`src/rtl/uart_pkg.sv`:
```
`default_nettype none
// uart_pkg: shared types and constants for the UART transmit path.
// Revision 1.0
package uart_pkg;

  typedef enum logic [1:0] {
    IDLE  = 2'd0,
    START = 2'd1,
    DATA  = 2'd2,
    STOP  = 2'd3
  } tx_state_e;

  localparam int UART_DATA_BITS       = 8;
  localparam int DEFAULT_CLKS_PER_BIT = 868;

endpackage
`default_nettype wire

```
`src/rtl/sync_fifo.sv`:
```
`default_nettype none
// sync_fifo: single-clock show-ahead FIFO; dout always presents the head entry.
// Revision 1.0
module sync_fifo #(
  parameter int WIDTH = 8,
  parameter int DEPTH = 8
) (
  input  logic                     clk,
  input  logic                     rst,
  input  logic                     push,
  input  logic                     pop,
  input  logic [WIDTH-1:0]         din,
  output logic [WIDTH-1:0]         dout,
  output logic                     full,
  output logic                     empty,
  output logic [$clog2(DEPTH):0]   count
);

  localparam int ADDR_W = $clog2(DEPTH);

  logic [WIDTH-1:0]  mem [DEPTH];
  logic [ADDR_W-1:0] wr_ptr;
  logic [ADDR_W-1:0] rd_ptr;

  // Storage carries no reset; only pointers and count define validity.
  always_ff @(posedge clk) begin
    if (push) mem[wr_ptr] <= din;
  end

  always_ff @(posedge clk or negedge rst) begin
    if (!rst) begin
      wr_ptr <= '0;
      rd_ptr <= '0;
      count  <= '0;
    end else begin
      if (push) wr_ptr <= wr_ptr + 1'b1;
      if (pop)  rd_ptr <= rd_ptr + 1'b1;
      case ({push, pop})
        2'b10:   count <= count + 1'b1;
        2'b01:   count <= count - 1'b1;
        default: count <= count;
      endcase
    end
  end

  assign dout  = mem[rd_ptr];
  assign full  = (count == (ADDR_W + 1)'(DEPTH));
  assign empty = (count == '0);

endmodule
`default_nettype wire

```
`src/rtl/uart_tx_byte_fifo.sv`:
```
`default_nettype none
// uart_tx_byte_fifo: buffers a no-backpressure byte stream and sends it as 8N1 UART.
// Revision 1.0
module uart_tx_byte_fifo
  import uart_pkg::*;
#(
  parameter int CLKS_PER_BIT = DEFAULT_CLKS_PER_BIT,
  parameter int FIFO_DEPTH   = 8
) (
  input  logic       clk,
  input  logic       rst,
  input  logic       byte_dv,
  input  logic [7:0] byte_in,
  output logic       tx,
  output logic       tx_busy,
  output logic       fifo_full,
  output logic       overflow
);

  localparam int ADDR_W = $clog2(FIFO_DEPTH);
  localparam int BAUD_W = $clog2(CLKS_PER_BIT);
  localparam int BIT_W  = $clog2(UART_DATA_BITS);

  tx_state_e                 state, state_n;
  logic [BAUD_W-1:0]         baud, baud_n;
  logic [BIT_W-1:0]          bit_idx, bit_n;
  logic [UART_DATA_BITS-1:0] shift_reg, shift_n;
  logic                      tx_n;
  logic                      pop;
  logic                      push;
  logic                      empty;
  logic                      baud_last;
  logic [7:0]                head;
  logic [ADDR_W:0]           count;

  // A full FIFO still accepts a byte when the transmitter frees a slot this cycle.
  assign push = byte_dv & (~fifo_full | pop);

  sync_fifo #(
    .WIDTH (8),
    .DEPTH (FIFO_DEPTH)
  ) u_fifo (
    .clk   (clk),
    .rst   (rst),
    .push  (push),
    .pop   (pop),
    .din   (byte_in),
    .dout  (head),
    .full  (fifo_full),
    .empty (empty),
    .count (count)
  );

  assign baud_last = (baud == BAUD_W'(CLKS_PER_BIT - 1));

  always_comb begin
    state_n = state;
    baud_n  = baud + 1'b1;
    bit_n   = bit_idx;
    shift_n = shift_reg;
    pop     = 1'b0;
    case (state)
      IDLE: begin
        baud_n = '0;
        if (!empty) begin
          pop     = 1'b1;
          shift_n = head;
          state_n = START;
        end
      end
      START: begin
        if (baud_last) begin
          baud_n  = '0;
          bit_n   = '0;
          state_n = DATA;
        end
      end
      DATA: begin
        if (baud_last) begin
          baud_n  = '0;
          shift_n = shift_reg >> 1;
          bit_n   = bit_idx + 1'b1;
          if (bit_idx == BIT_W'(UART_DATA_BITS - 1)) state_n = STOP;
        end
      end
      STOP: begin
        if (baud_last) begin
          baud_n = '0;
          // Chain straight into the next frame so bursts leave no idle gap.
          if (!empty) begin
            pop     = 1'b1;
            shift_n = head;
            state_n = START;
          end else begin
            state_n = IDLE;
          end
        end
      end
      default: begin
        baud_n  = '0;
        state_n = IDLE;
      end
    endcase

    tx_n = 1'b1;
    if (state_n == START)     tx_n = 1'b0;
    else if (state_n == DATA) tx_n = shift_n[0];
  end

  always_ff @(posedge clk or negedge rst) begin
    if (!rst) begin
      state     <= IDLE;
      baud      <= '0;
      bit_idx   <= '0;
      shift_reg <= '0;
      tx        <= 1'b1;
      tx_busy   <= 1'b0;
      overflow  <= 1'b0;
    end else begin
      state     <= state_n;
      baud      <= baud_n;
      bit_idx   <= bit_n;
      shift_reg <= shift_n;
      tx        <= tx_n;
      tx_busy   <= (state != IDLE) | (count != '0);
      overflow  <= byte_dv & fifo_full & ~pop;
    end
  end

endmodule
`default_nettype wire

```
`config.mk`:
```
export PLATFORM = sky130hd
export DESIGN_NAME = uart_tx_byte_fifo
export DESIGN_NICKNAME = d
export VERILOG_FILES = /design/src/rtl/uart_pkg.sv /design/src/rtl/sync_fifo.sv /design/src/rtl/uart_tx_byte_fifo.sv
export SDC_FILE = /design/constraint.sdc
export NUM_CORES = 1
export LEC_CHECK = 0
export BUFFER_PORTS_ARGS = -buffer_cell sky130_fd_sc_hd__buf_2
export CAP_MARGIN = 10
export CORE_MARGIN = 10
export CORE_UTILIZATION = 25
export DETAILED_ROUTE_END_ITERATION = 16
export HOLD_SLACK_MARGIN = 0.08
export SLEW_MARGIN = 20
export SYNTH_ARGS = -nofsm -noshare
export SYNTH_HDL_FRONTEND = slang
export SYNTH_SLANG_ARGS = --single-unit
```
`constraint.sdc`:
```
create_clock -name clk -period 3.93 [get_ports clk]
set_input_delay 0.786 -clock clk [delete_from_list [all_inputs] [get_ports clk]]
set_output_delay 0.786 -clock clk [all_outputs]
set_load 0.03 [all_outputs]
```
==> results.py, run 1 <==
metrics = {
    "cts": {
        "cts_root_buf": "clkbuf_16",
        "cts_tree": "yes",
        "cts_buffer_depth": 2,
        "cts_hold_buf": 0,
        "worstSkewPairLatency_ns": 0.35,
        "htree_levels": 3,
        "clock_sinks": 100,
        "numCtsBuffers": 9,
        "clk_pin_slew_ns": 0.07,
        "cts_setup_buffers": 0,
        "cts_resized": 0,
    },
    "critical_path": {
        "worstRegToRegCells": 12,
        "critical-path-max-stage-delay_ns": 0.39,
        "worstPathRequired_ns": 4.16,
        "crit_family": "adder cells",
        "critical_path_buf_inv_count": 0,
        "crit_chain": "ha_1 -> nor3b_4 -> a41oi_4 -> o21ai_2 -> nand2_1 -> ha_1 -> xor2_1 -> ha_1 -> a21oi_1 -> xor2_1 -> nor2_1 -> xor2_1",
        "crit_type": "reg2reg",
        "crit_fanout": 10,
        "critPathLaunchType": "register",
        "slowest_stage": "dfrtp_1",
        "critPathCaptureType": "register",
        "r2r-start": "baud[0]",
        "arrival_ns": 3.32,
        "r2r_end": "u_fifo.count[2]",
        "r2r_setup_slack_ns": 0.84,
    },
    "sta": {
        "tns_ns": 0,
        "max_slew.worst_pin.slew_ns": 0.993,
        "min_period_ns": 3.09,
        "finalCritPeriodShare_pct": 78.5,
        "fin_skew_ns": 0.00719,
        "fmax_mhz": 324,
        "hold_viol": 0,
        "fin_ws_ns": 0.845,
        "slew_headroom_pct": 33.8,
        "final_max_slew_viol_count": 0,
        "rsz0062_at_grt": "no",
        "setup_viol": 0,
    },
    "grt": {
        "grt_pass1_vias": 2568,
        "use_met2_pct": 11.9,
        "antenna_found_initial": 0,
        "grt_pass1_wl_mm": 13.7,
        "use_met3_pct": 2.53,
        "globalRoute.totalOverflow": 0,
        "top_usage_layer": "met2",
        "grt_max_degree": 37,
        "grt_usage_pct": 7.28,
        "grtUsageMet1_pct": 8.89,
    },
    "yosys": {
        "postSynth.asyncResetShare_pct": 36.0,
        "synthXorXnorAreaFrac_pct": 3.36,
        "avgSynthCellArea_um2": 15.1,
        "synth_edf_count": 64,
        "syn-instance-count": 293,
        "synth_fa_ha_area_share_pct": 3.95,
        "ys.flop_type": "edfxtp_1",
        "syn_area_um2": 4430,
        "syn_nets": 318,
        "synth_simple_gate_area_share_pct": 8.47,
        "ys_types": 49,
        "ys_seq_area_share_pct": 63.7,
        "synth_seq_cells": 100,
        "synth_top_family_by_area": "multiplexers",
        "synth.area.mux_share_pct": 11.0,
        "synth-compound-area-share_pct": 7.57,
        "synth_warnings": 0,
    },
    "final_layout": {
        "postLayoutCellArea_um2": 5090,
        "final_common_cell": "edfxtp_1",
        "nNetsFinal": 337,
        "largest_reg_flops": 64,
        "synthToLayoutAreaGrowth_pct": 15.0,
        "multi_input_area_um2": 1520,
        "num-fill-cells": 1721,
        "seq_area_um2": 2830,
        "n_antenna_cell": 0,
        "final_cell_mix": "edfxtp_1, dfrtp_1, nor2_1",
        "drive_above_1_share_pct": 21.8,
    },
    "routing": {
        "drc_errors": 0,
        "post_drt_wl_per_cell_um": 15.0,
        "dr.pass1.iters": 4,
        "routed_wl_mm": 8.15,
        "antenna_left": 0,
        "drt_iter0_markers": 138,
        "vias": 2437,
        "viasPerCell": 4.50,
    },
    "placed_design": {
        "place_area_um2": 4770,
        "globalplace.congestion": 0.799,
        "place_hpwl_mm": 5.42,
        "place_ws_ns": 0.849,
        "portBuffers": 14,
    },
    "pwr": {
        "intPower_w": 0.00229,
        "p_comb_share_pct": 27.9,
        "ir_worst_vdd_mv": 0.334,
        "power_switching_w": 0.00119,
        "switching_share_pct": 34.2,
        "pwr_density_cell_nw_per_um2": 682,
        "seq_power_share_pct": 46.3,
        "p_leak_nw": 1.87,
        "clockPowerShare_pct": 25.9,
    },
    "min_path": {
        "hold_class": "reg2reg",
        "hp-start": "baud[0]",
        "min_path_cells": 1,
        "whs_endpoint": "baud[0]",
    },
    "die": {
        "die_w_um": 153,
        "start_util_pct": 25.5,
        "coreArea_um2": 17400,
        "io_pins": 15,
        "die-area_um2": 23500,
        "die_h_um": 153,
        "fp-row-count": 48,
    },
    "job": {
        "max_cap_viol_count": 0,
    },
    "run_status": {
        "outcome": "finished, final reports clean",
    },
}
==> power groups by stage <==
stage	Combinational [W]	Sequential, W	Clock (W)
final	0.000968	0.00161	0.000898
after global routing	0.00108	0.00165	0.000966
after CTS	0.000989	0.00161	0.000924
after detailed placement	0.000985	0.00163	0
after global placement	0.000961	0.00162	0
after floorplan	0.000856	0.00149	0
==> cells by family after synthesis <==
| kind of cell | Yosys count |
|---|---|
| AND/OR/NAND/NOR | 70 |
| buffers and inverters | 20 |
| flip-flops | 100 |
| XOR/XNOR | 17 |
| multiplexers | 28 |
| AO/OA/AOI/OAI | 44 |
| adder cells (fa/ha/maj) | 14 |
==> through the flow <==
step                util [%]  power [W]  std cells  hold WS (ns)
detailed placement      27.5    0.00262        526         0.472
floorplan                  -    0.00234        293         0.447
finish                  29.4    0.00347        542         0.484
global route            29.4    0.00370        542         0.505
global placement        27.5    0.00258        526         0.458
CTS                     29.3    0.00353        542         0.482
==> routing by layer <==
| metal | wire, um | up-vias |
|---|---|---|
| met4 | 97 | 0 |
| li1 | - | 1160 |
| met3 | 353 | 8 |
| met5 | 0 | - |
| met1 | 3640 | 1228 |
| met2 | 4060 | 41 |
==> cell type report <==
cell class,count,share of cell area [%]
Clock inverter,7,1.84
Tap cell,225,5.53
Inverter,7,0.516
Sequential cell,100,55.5
Multi-Input combinational cell,173,29.8
Timing Repair Buffer,21,2.41
Clock buffer,9,4.42
==> worst reg2reg max path, delay by kind of cell, from the launching register on <==
family                     cells  cell delay [ns]
xor gates and xnor gates       3             0.49
AOI/OAI and AO/OA              3             0.66
DFF                            1             0.39
adders and majority gates      3             0.79
and+or+nand+nor                3             0.65
==> how the worst max path moves through the flow <==
stage | start | to | slack, ns | depth (start not counted)
2_1_floorplan | u_fifo.count[1] | u_fifo.count[2] | 0.67 | 11
3_3_place_gp | baud[0] | u_fifo.count[2] | 0.99 | 12
3_5_place_dp | baud[0] | u_fifo.count[2] | 0.85 | 12
4_1_cts | baud[0] | u_fifo.count[2] | 0.83 | 12
5_1_grt | baud[0] | u_fifo.count[2] | 0.62 | 12
6_report | baud[0] | u_fifo.count[2] | 0.84 | 12
==> Yosys cell counts (4+ instances only) <==
cell type	n	area share, %
nand3_1	6	0.68
a211oi_1	8	1.4
nor3_1	5	0.56
o21ai_0	4	0.45
nor2_1	25	2.1
inv_1	7	0.59
buf_2	7	0.79
clkbuf_1	4	0.34
mux2i_1	8	1.8
o31ai_1	7	1.2
mux4_2	16	8.1
ha_1	14	4.0
edfxtp_1	64	43
mux2_2	4	1.0
xnor2_1	6	1.2
dfrtp_1	35	20
xor2_1	11	2.2
nand2_1	13	1.1
a21oi_1	11	1.2
(Power assumes the default switching activity.)
==> inputs of run 2 (changes only) <==
==> constraint.sdc (replaced) <==
create_clock -name clk -period 3.1 [get_ports clk]
set_input_delay 0.62 -clock clk [delete_from_list [all_inputs] [get_ports clk]]
set_output_delay 0.62 -clock clk [all_outputs]
set_load 0.03 [all_outputs]
==> run 2 against run 1 <==
Compared with the run above: non-clock buffer count increased by 8; clock skew up 0.0020 ns; die area stayed put; global-route usage is 0.18 points higher; register-to-register slack worse by 0.55 ns; utilization rose by 0.33 points; power rose by 29%; combinational power increased by 43%.
==> results.py, run 2 (synthesized netlist as in run 1, its figures left out) <==
metrics = {
    "run_status": {
        "outcome": "finished, final reports clean",
    },
    "die": {
        "io_pins": 15,
        "die_w_um": 153,
        "fp-row-count": 48,
        "coreArea_um2": 17400,
        "die-area_um2": 23500,
        "start_util_pct": 25.5,
        "die_h_um": 153,
    },
    "cts": {
        "clock_sinks": 100,
        "cts_buffer_depth": 2,
        "htree_levels": 3,
        "cts_hold_buf": 0,
        "cts_root_buf": "clkbuf_16",
        "numCtsBuffers": 9,
        "clk_pin_slew_ns": 0.08,
        "cts_tree": "yes",
        "worstSkewPairLatency_ns": 0.35,
    },
    "grt": {
        "antenna_found_initial": 0,
        "grt_pass1_vias": 2577,
        "grt_pass1_wl_mm": 13.9,
        "globalRoute.totalOverflow": 0,
        "grt_usage_pct": 7.46,
        "grt_max_degree": 37,
    },
    "routing": {
        "post_drt_wl_per_cell_um": 15.5,
        "dr.pass1.iters": 6,
        "dr.max_layer_used": "met4",
        "wl_met2_mm": 4.18,
        "routed_wl_mm": 8.52,
        "wl_met3_um": 276,
        "drt_iter0_markers": 141,
        "vias": 2445,
        "antenna_left": 0,
        "drc_errors": 0,
        "met1_length_mm": 3.97,
        "viasPerCell": 4.45,
    },
    "sta": {
        "fmax_mhz": 356,
        "hold_viol": 0,
        "final_max_slew_viol_count": 0,
        "slew_headroom_pct": 33.8,
        "tns_ns": 0,
        "max_slew.worst_pin.slew_ns": 0.993,
        "setup_viol": 0,
        "min_period_ns": 2.81,
        "fin_skew_ns": 0.00915,
        "finalCritPeriodShare_pct": 90.6,
        "rsz0062_at_grt": "no",
        "timing.hold.ws_ns": 0.358,
    },
    "critical_path": {
        "r2r_end": "u_fifo.count[2]",
        "r2r-start": "baud[0]",
        "crit_fanout": 10,
        "critPathCaptureType": "register",
        "worstRegToRegCells": 12,
        "worstPathRequired_ns": 3.33,
        "critPathLaunchType": "register",
        "crit_type": "reg2reg",
        "r2r_setup_slack_ns": 0.29,
        "arrival_ns": 3.04,
    },
    "pwr": {
        "ir_worst_vdd_mv": 0.344,
        "intPower_w": 0.00293,
        "clockPowerShare_pct": 25.2,
        "pwr_density_cell_nw_per_um2": 866,
        "seq_power_share_pct": 43.9,
        "power_switching_w": 0.00153,
        "switching_share_pct": 34.3,
        "p_leak_nw": 1.90,
        "p_comb_share_pct": 31.0,
    },
    "final_layout": {
        "drive_above_1_share_pct": 23.7,
        "final_common_cell": "edfxtp_1",
        "n_antenna_cell": 0,
        "nNetsFinal": 345,
        "fin_cells": 550,
        "final_cell_mix": "edfxtp_1, dfrtp_1, nor2_1",
        "largest_reg_flops": 64,
        "synthToLayoutAreaGrowth_pct": 16.3,
    },
    "placed_design": {
        "portBuffers": 14,
        "place_hpwl_mm": 5.57,
        "numPlacedInstances": 532,
        "globalplace.congestion": 0.785,
    },
    "job": {
        "max_cap_viol_count": 0,
    },
    "min_path": {
        "hold_class": "in2async",
    },
}
run 2: cell count changes in the layout (fill, tap and decap cells not counted), sizes merged:
cell / previous run / this run
buf: 21 / 29
clkinv: 5 / 2
clkinvlp: 0 / 2
inv: 9 / 10
run 2: layout make-up:
cell class	count	area, um^2
Clock buffer	9	225
Clock inverter	7	78.8
Fill cell	1711	12200
Inverter	7	26.3
Multi-Input combinational cell	173	1530
Sequential cell	100	2820
Tap cell	225	282
Timing Repair Buffer	29	183
run 2: how the worst max path moves through the flow:
| stage | start | slack [ns] | end |
|---|---|---|---|
| floorplan | baud[0] | 0.35 | u_fifo.mem[0][0] |
| global placement | baud[0] | 0.32 | u_fifo.count[2] |
| detailed placement | baud[0] | 0.19 | u_fifo.count[3] |
| CTS | baud[0] | 0.17 | u_fifo.count[3] |
| global route | baud[0] | 0.01 | u_fifo.count[3] |
| finish | baud[0] | 0.29 | u_fifo.count[2] |
run 2: routing by layer:
metal / GRT usage [%] / up-vias
li1: - / 1168
met3: 2.22 / 6
met2: 12.4 / 45
met1: 8.95 / 1226
met5: 0 / -
met4: 2.59 / 0
run 2: worst max-delay path: stages (launching register included):
cell,delay [ns]
dfrtp_1,0.40
ha_1,0.27
nor3b_4,0.29
a41oi_4,0.25
o21ai_4,0.24
nand2_1,0.09
ha_1,0.26
xor2_1,0.18
ha_1,0.19
a21oi_1,0.15
xor2_1,0.16
nor2_1,0.07
xor2_1,0.14
run 2: timing repair:
item                       CTS  global route
setup endpoints to repair    0             2
buffers inserted             0             2
resized for setup            0             1
run 2: stage by stage:
step / power [W] / instance area [um^2] / setup slack (ns) / utilization [%]
2_1_floorplan: 0.00298 / 4440 / 0.349 / -
3_3_place_gp: 0.00332 / 4830 / 0.315 / 27.8
3_5_place_dp: 0.00337 / 4830 / 0.186 / 27.8
4_1_cts: 0.00451 / 5130 / 0.171 / 29.6
5_1_grt: 0.00475 / 5150 / 0.0131 / 29.7
6_report: 0.00446 / 5150 / 0.290 / 29.7
run 2: power by group through the flow:
stage	registers, W	clock network, W	logic (W)
after floorplan	0.00189	0	0.00109
after global placement	0.00197	0	0.00136
after detailed placement	0.00199	0	0.00139
after CTS	0.00196	0.00116	0.00139
after global routing	0.00200	0.00122	0.00153
final	0.00196	0.00112	0.00138
==> inputs of run 3 (changes only) <==
--- a/config.mk
+++ b/config.mk
@@ -14,4 +14,5 @@
 export SLEW_MARGIN = 20
 export SYNTH_ARGS = -nofsm -noshare
 export SYNTH_HDL_FRONTEND = slang
+export SYNTH_HIERARCHICAL = 1
 export SYNTH_SLANG_ARGS = --single-unit
==> run 3 against run 2 <==
Compared with the run above: clock power barely moved; combinational power rose by 12%; count of clock-buffer cells in the layout did not move; critical endpoint is now u_fifo/count[2]; power rose by 4.8%; non-clock buffer count rose by 11; area after synthesis rose by 2.5%; hold slack improved by 0.0058 ns; utilization rose by 0.32 points; register-to-register slack got worse by 0.19 ns; setup slack got worse by 0.19 ns.
==> results.py, run 3 <==
metrics = {
    "pwr": {
        "clockPowerShare_pct": 24.4,
        "intPower_w": 0.00312,
        "pwr_density_cell_nw_per_um2": 871,
        "p_comb_share_pct": 33.0,
        "power_switching_w": 0.00156,
        "switching_share_pct": 33.3,
        "seq_power_share_pct": 42.6,
        "ir_worst_vdd_mv": 0.377,
        "p_leak_nw": 2.00,
    },
    "routing": {
        "routed_wl_mm": 8.57,
        "viasPerCell": 4.40,
        "dr.pass1.iters": 4,
        "drc_errors": 0,
        "antenna_left": 0,
        "drt_iter0_markers": 77,
        "post_drt_wl_per_cell_um": 15.1,
        "vias": 2492,
    },
    "yosys": {
        "postSynth.asyncResetShare_pct": 36.0,
        "synth_most_common_cell": "edfxtp_1",
        "syn_nets": 316,
        "yosys.area.top_type_share_pct": 42.3,
        "yosys-top-cells-count": "edfxtp_1, dfrtp_1, nor2_1",
        "ys_seq_area_share_pct": 62.2,
        "synth_area_leaders": "edfxtp_1, dfrtp_1, mux4_1",
        "syn_area_um2": 4540,
        "synth_seq_cells": 100,
        "syn-instance-count": 293,
        "avgSynthCellArea_um2": 15.5,
        "ys_types": 48,
        "synth_warnings": 6,
        "ys.flop_type": "edfxtp_1",
        "synth_edf_count": 64,
        "synth_area_leader_cell": "edfxtp_1",
    },
    "sta": {
        "final_max_slew_viol_count": 0,
        "slew_headroom_pct": 44.9,
        "max_slew.worst_pin.slew_ns": 0.826,
        "fin_skew_ns": 0.0121,
        "fmax_mhz": 333,
        "tns_ns": 0,
        "min_period_ns": 3.00,
        "fin_ws_ns": 0.0955,
        "hold_viol": 0,
        "setup_viol": 0,
        "rsz0062_at_grt": "yes",
        "finalCritPeriodShare_pct": 96.9,
    },
    "critical_path": {
        "crit_family": "simple AND/OR/NAND/NOR gates",
        "critical_path_buf_inv_count": 1,
        "cpMostUsedCell": "xor2_1",
        "arrival_ns": 3.23,
        "crit_fanout": 4,
        "crit_type": "reg2reg",
        "worstPathRequired_ns": 3.32,
        "crit_chain": "ha_2 -> or3b_4 -> o41a_1 -> or3_4 -> a21boi_2 -> inv_2 -> ha_4 -> xor2_1 -> ha_2 -> a21oi_2 -> xor2_1 -> nor2_1 -> xor2_1",
        "slowest_stage": "or3b_4",
        "critPathLaunchType": "register",
        "critPathCaptureType": "register",
        "r2r_setup_slack_ns": 0.1,
        "critical-path-max-stage-delay_ns": 0.39,
    },
    "die": {
        "fp-row-count": 49,
        "die_h_um": 155,
        "die_w_um": 155,
        "die-area_um2": 24000,
        "coreArea_um2": 17900,
        "start_util_pct": 25.4,
        "io_pins": 15,
    },
    "cts": {
        "htree_levels": 3,
        "cts_root_buf": "clkbuf_16",
        "worstSkewPairLatency_ns": 0.35,
        "cts_buffer_depth": 2,
        "numCtsBuffers": 9,
        "cts_tree": "yes",
        "clk_pin_slew_ns": 0.08,
        "clock_sinks": 100,
    },
    "min_path": {
        "hold_class": "in2async",
    },
    "placed_design": {
        "place_hpwl_mm": 5.64,
        "place_ws_ns": -0.0529,
        "place_area_um2": 5000,
        "portBuffers": 14,
        "numPlacedInstances": 547,
        "globalplace.congestion": 0.777,
    },
    "final_layout": {
        "fin_util_pct": 30.0,
        "drive_above_1_share_pct": 26.0,
        "final_cell_mix": "edfxtp_1, dfrtp_1, buf_4",
        "nNetsFinal": 356,
        "num-fill-cells": 1787,
        "postLayoutCellArea_um2": 5370,
        "n_antenna_cell": 0,
        "fin_cells": 567,
        "largest_reg_flops": 64,
        "synthToLayoutAreaGrowth_pct": 18.2,
        "final_common_cell": "edfxtp_1",
    },
    "grt": {
        "grt_usage_pct": 7.33,
        "grt_max_degree": 37,
        "globalRoute.totalOverflow": 0,
        "grt_pass1_wl_mm": 13.9,
        "grt_pass1_vias": 2566,
        "antenna_found_initial": 1,
    },
    "run_status": {
        "outcome": "finished, final reports clean",
    },
    "job": {
        "max_cap_viol_count": 0,
    },
}
## run 3: cell count changes after synthesis, sizes merged, moves of 4 or more
cell and delta:
a211oi -10, o21ai +4, o21a +6, a2bb2oi +5, mux2 +8, a21oi -5, o31ai -7, nor2b +4
## run 3: final timing paths
check | start | endpoint | cells past startpoint
setup reg to reg | baud[0] | u_fifo/count[2] | 13
hold reg to reg | bit_idx[2] | bit_idx[2] | 1
setup / recovery | baud[0] | u_fifo/count[2] | 13
min in group clk | bit_idx[2] | bit_idx[2] | 1
hold / removal | rst | u_fifo/count[0] | 1
max in group asynchronous | rst | state[0] | 1
## run 3: through the flow
| step | total power (W) | hold WS (ns) |
|---|---|---|
| after global placement | 0.00348 | 0.490 |
| after floorplan | 0.00312 | 0.324 |
| after detailed placement | 0.00354 | 0.495 |
| final | 0.00468 | 0.364 |
| after global routing | 0.00498 | 0.446 |
| after CTS | 0.00471 | 0.398 |
## run 3: kinds of logic (layout without fill, tap and decap cells)
family                     after synthesis  after routing  share of synthesized area [%]
AOI/OAI and AO/OA                       40             40                           6.50
adders and majority gates               12             12                           3.30
DFF                                    100            100                           62.2
buffers and inverters                   21             66                           2.56
and+or+nand+nor                         67             67                           7.93
xor gates and xnor gates                17             17                           3.28
muxes                                   36             36                           14.3
## run 3: power by group through the flow
| stage | combinational, W | sequential [W] | clock (W) |
|---|---|---|---|
| 2_1_floorplan | 0.00121 | 0.00191 | 0 |
| 3_3_place_gp | 0.00147 | 0.00200 | 0 |
| 3_5_place_dp | 0.00151 | 0.00203 | 0 |
| 4_1_cts | 0.00153 | 0.00200 | 0.00118 |
| 5_1_grt | 0.00170 | 0.00204 | 0.00124 |
| 6_report | 0.00154 | 0.00199 | 0.00114 |
## run 3: area by class of cell
class	count	area [um^2]	share of cell area [%]
clock inverter	7	88.8	1.65
clock buffer	9	225	4.19
sequential	100	2820	52.6
multi-input combinational	172	1640	30.6
inverter	10	37.5	0.699
tap	229	287	5.33
timing repair buffer	40	265	4.94
## run 3: routing by layer
layer | vias up | global-route usage (%) | share of wire [%]
met5 | - | 0 | 0.13
li1 | 1207 | - | -
met4 | 2 | 2.56 | 1.3
met1 | 1251 | 8.96 | 46
met2 | 21 | 11.9 | 49
met3 | 11 | 2.33 | 2.9
## run 3: worst reg2reg max path, stage by stage (launching register included)
cell      delay, ns
dfrtp_1        0.36
ha_2           0.20
or3b_4         0.39
o41a_1         0.33
or3_4          0.35
a21boi_2       0.17
inv_2          0.07
ha_4           0.18
xor2_1         0.16
ha_2           0.19
a21oi_2        0.12
xor2_1         0.15
nor2_1         0.07
xor2_1         0.14
## run 3: what timing repair did
action | CTS | global route
buffers inserted | 1 | 3
gates resized for setup | 2 | 4
pin swaps | 0 | 3
hold buffers | 0 | 0
setup endpoints to repair | 1 | 2
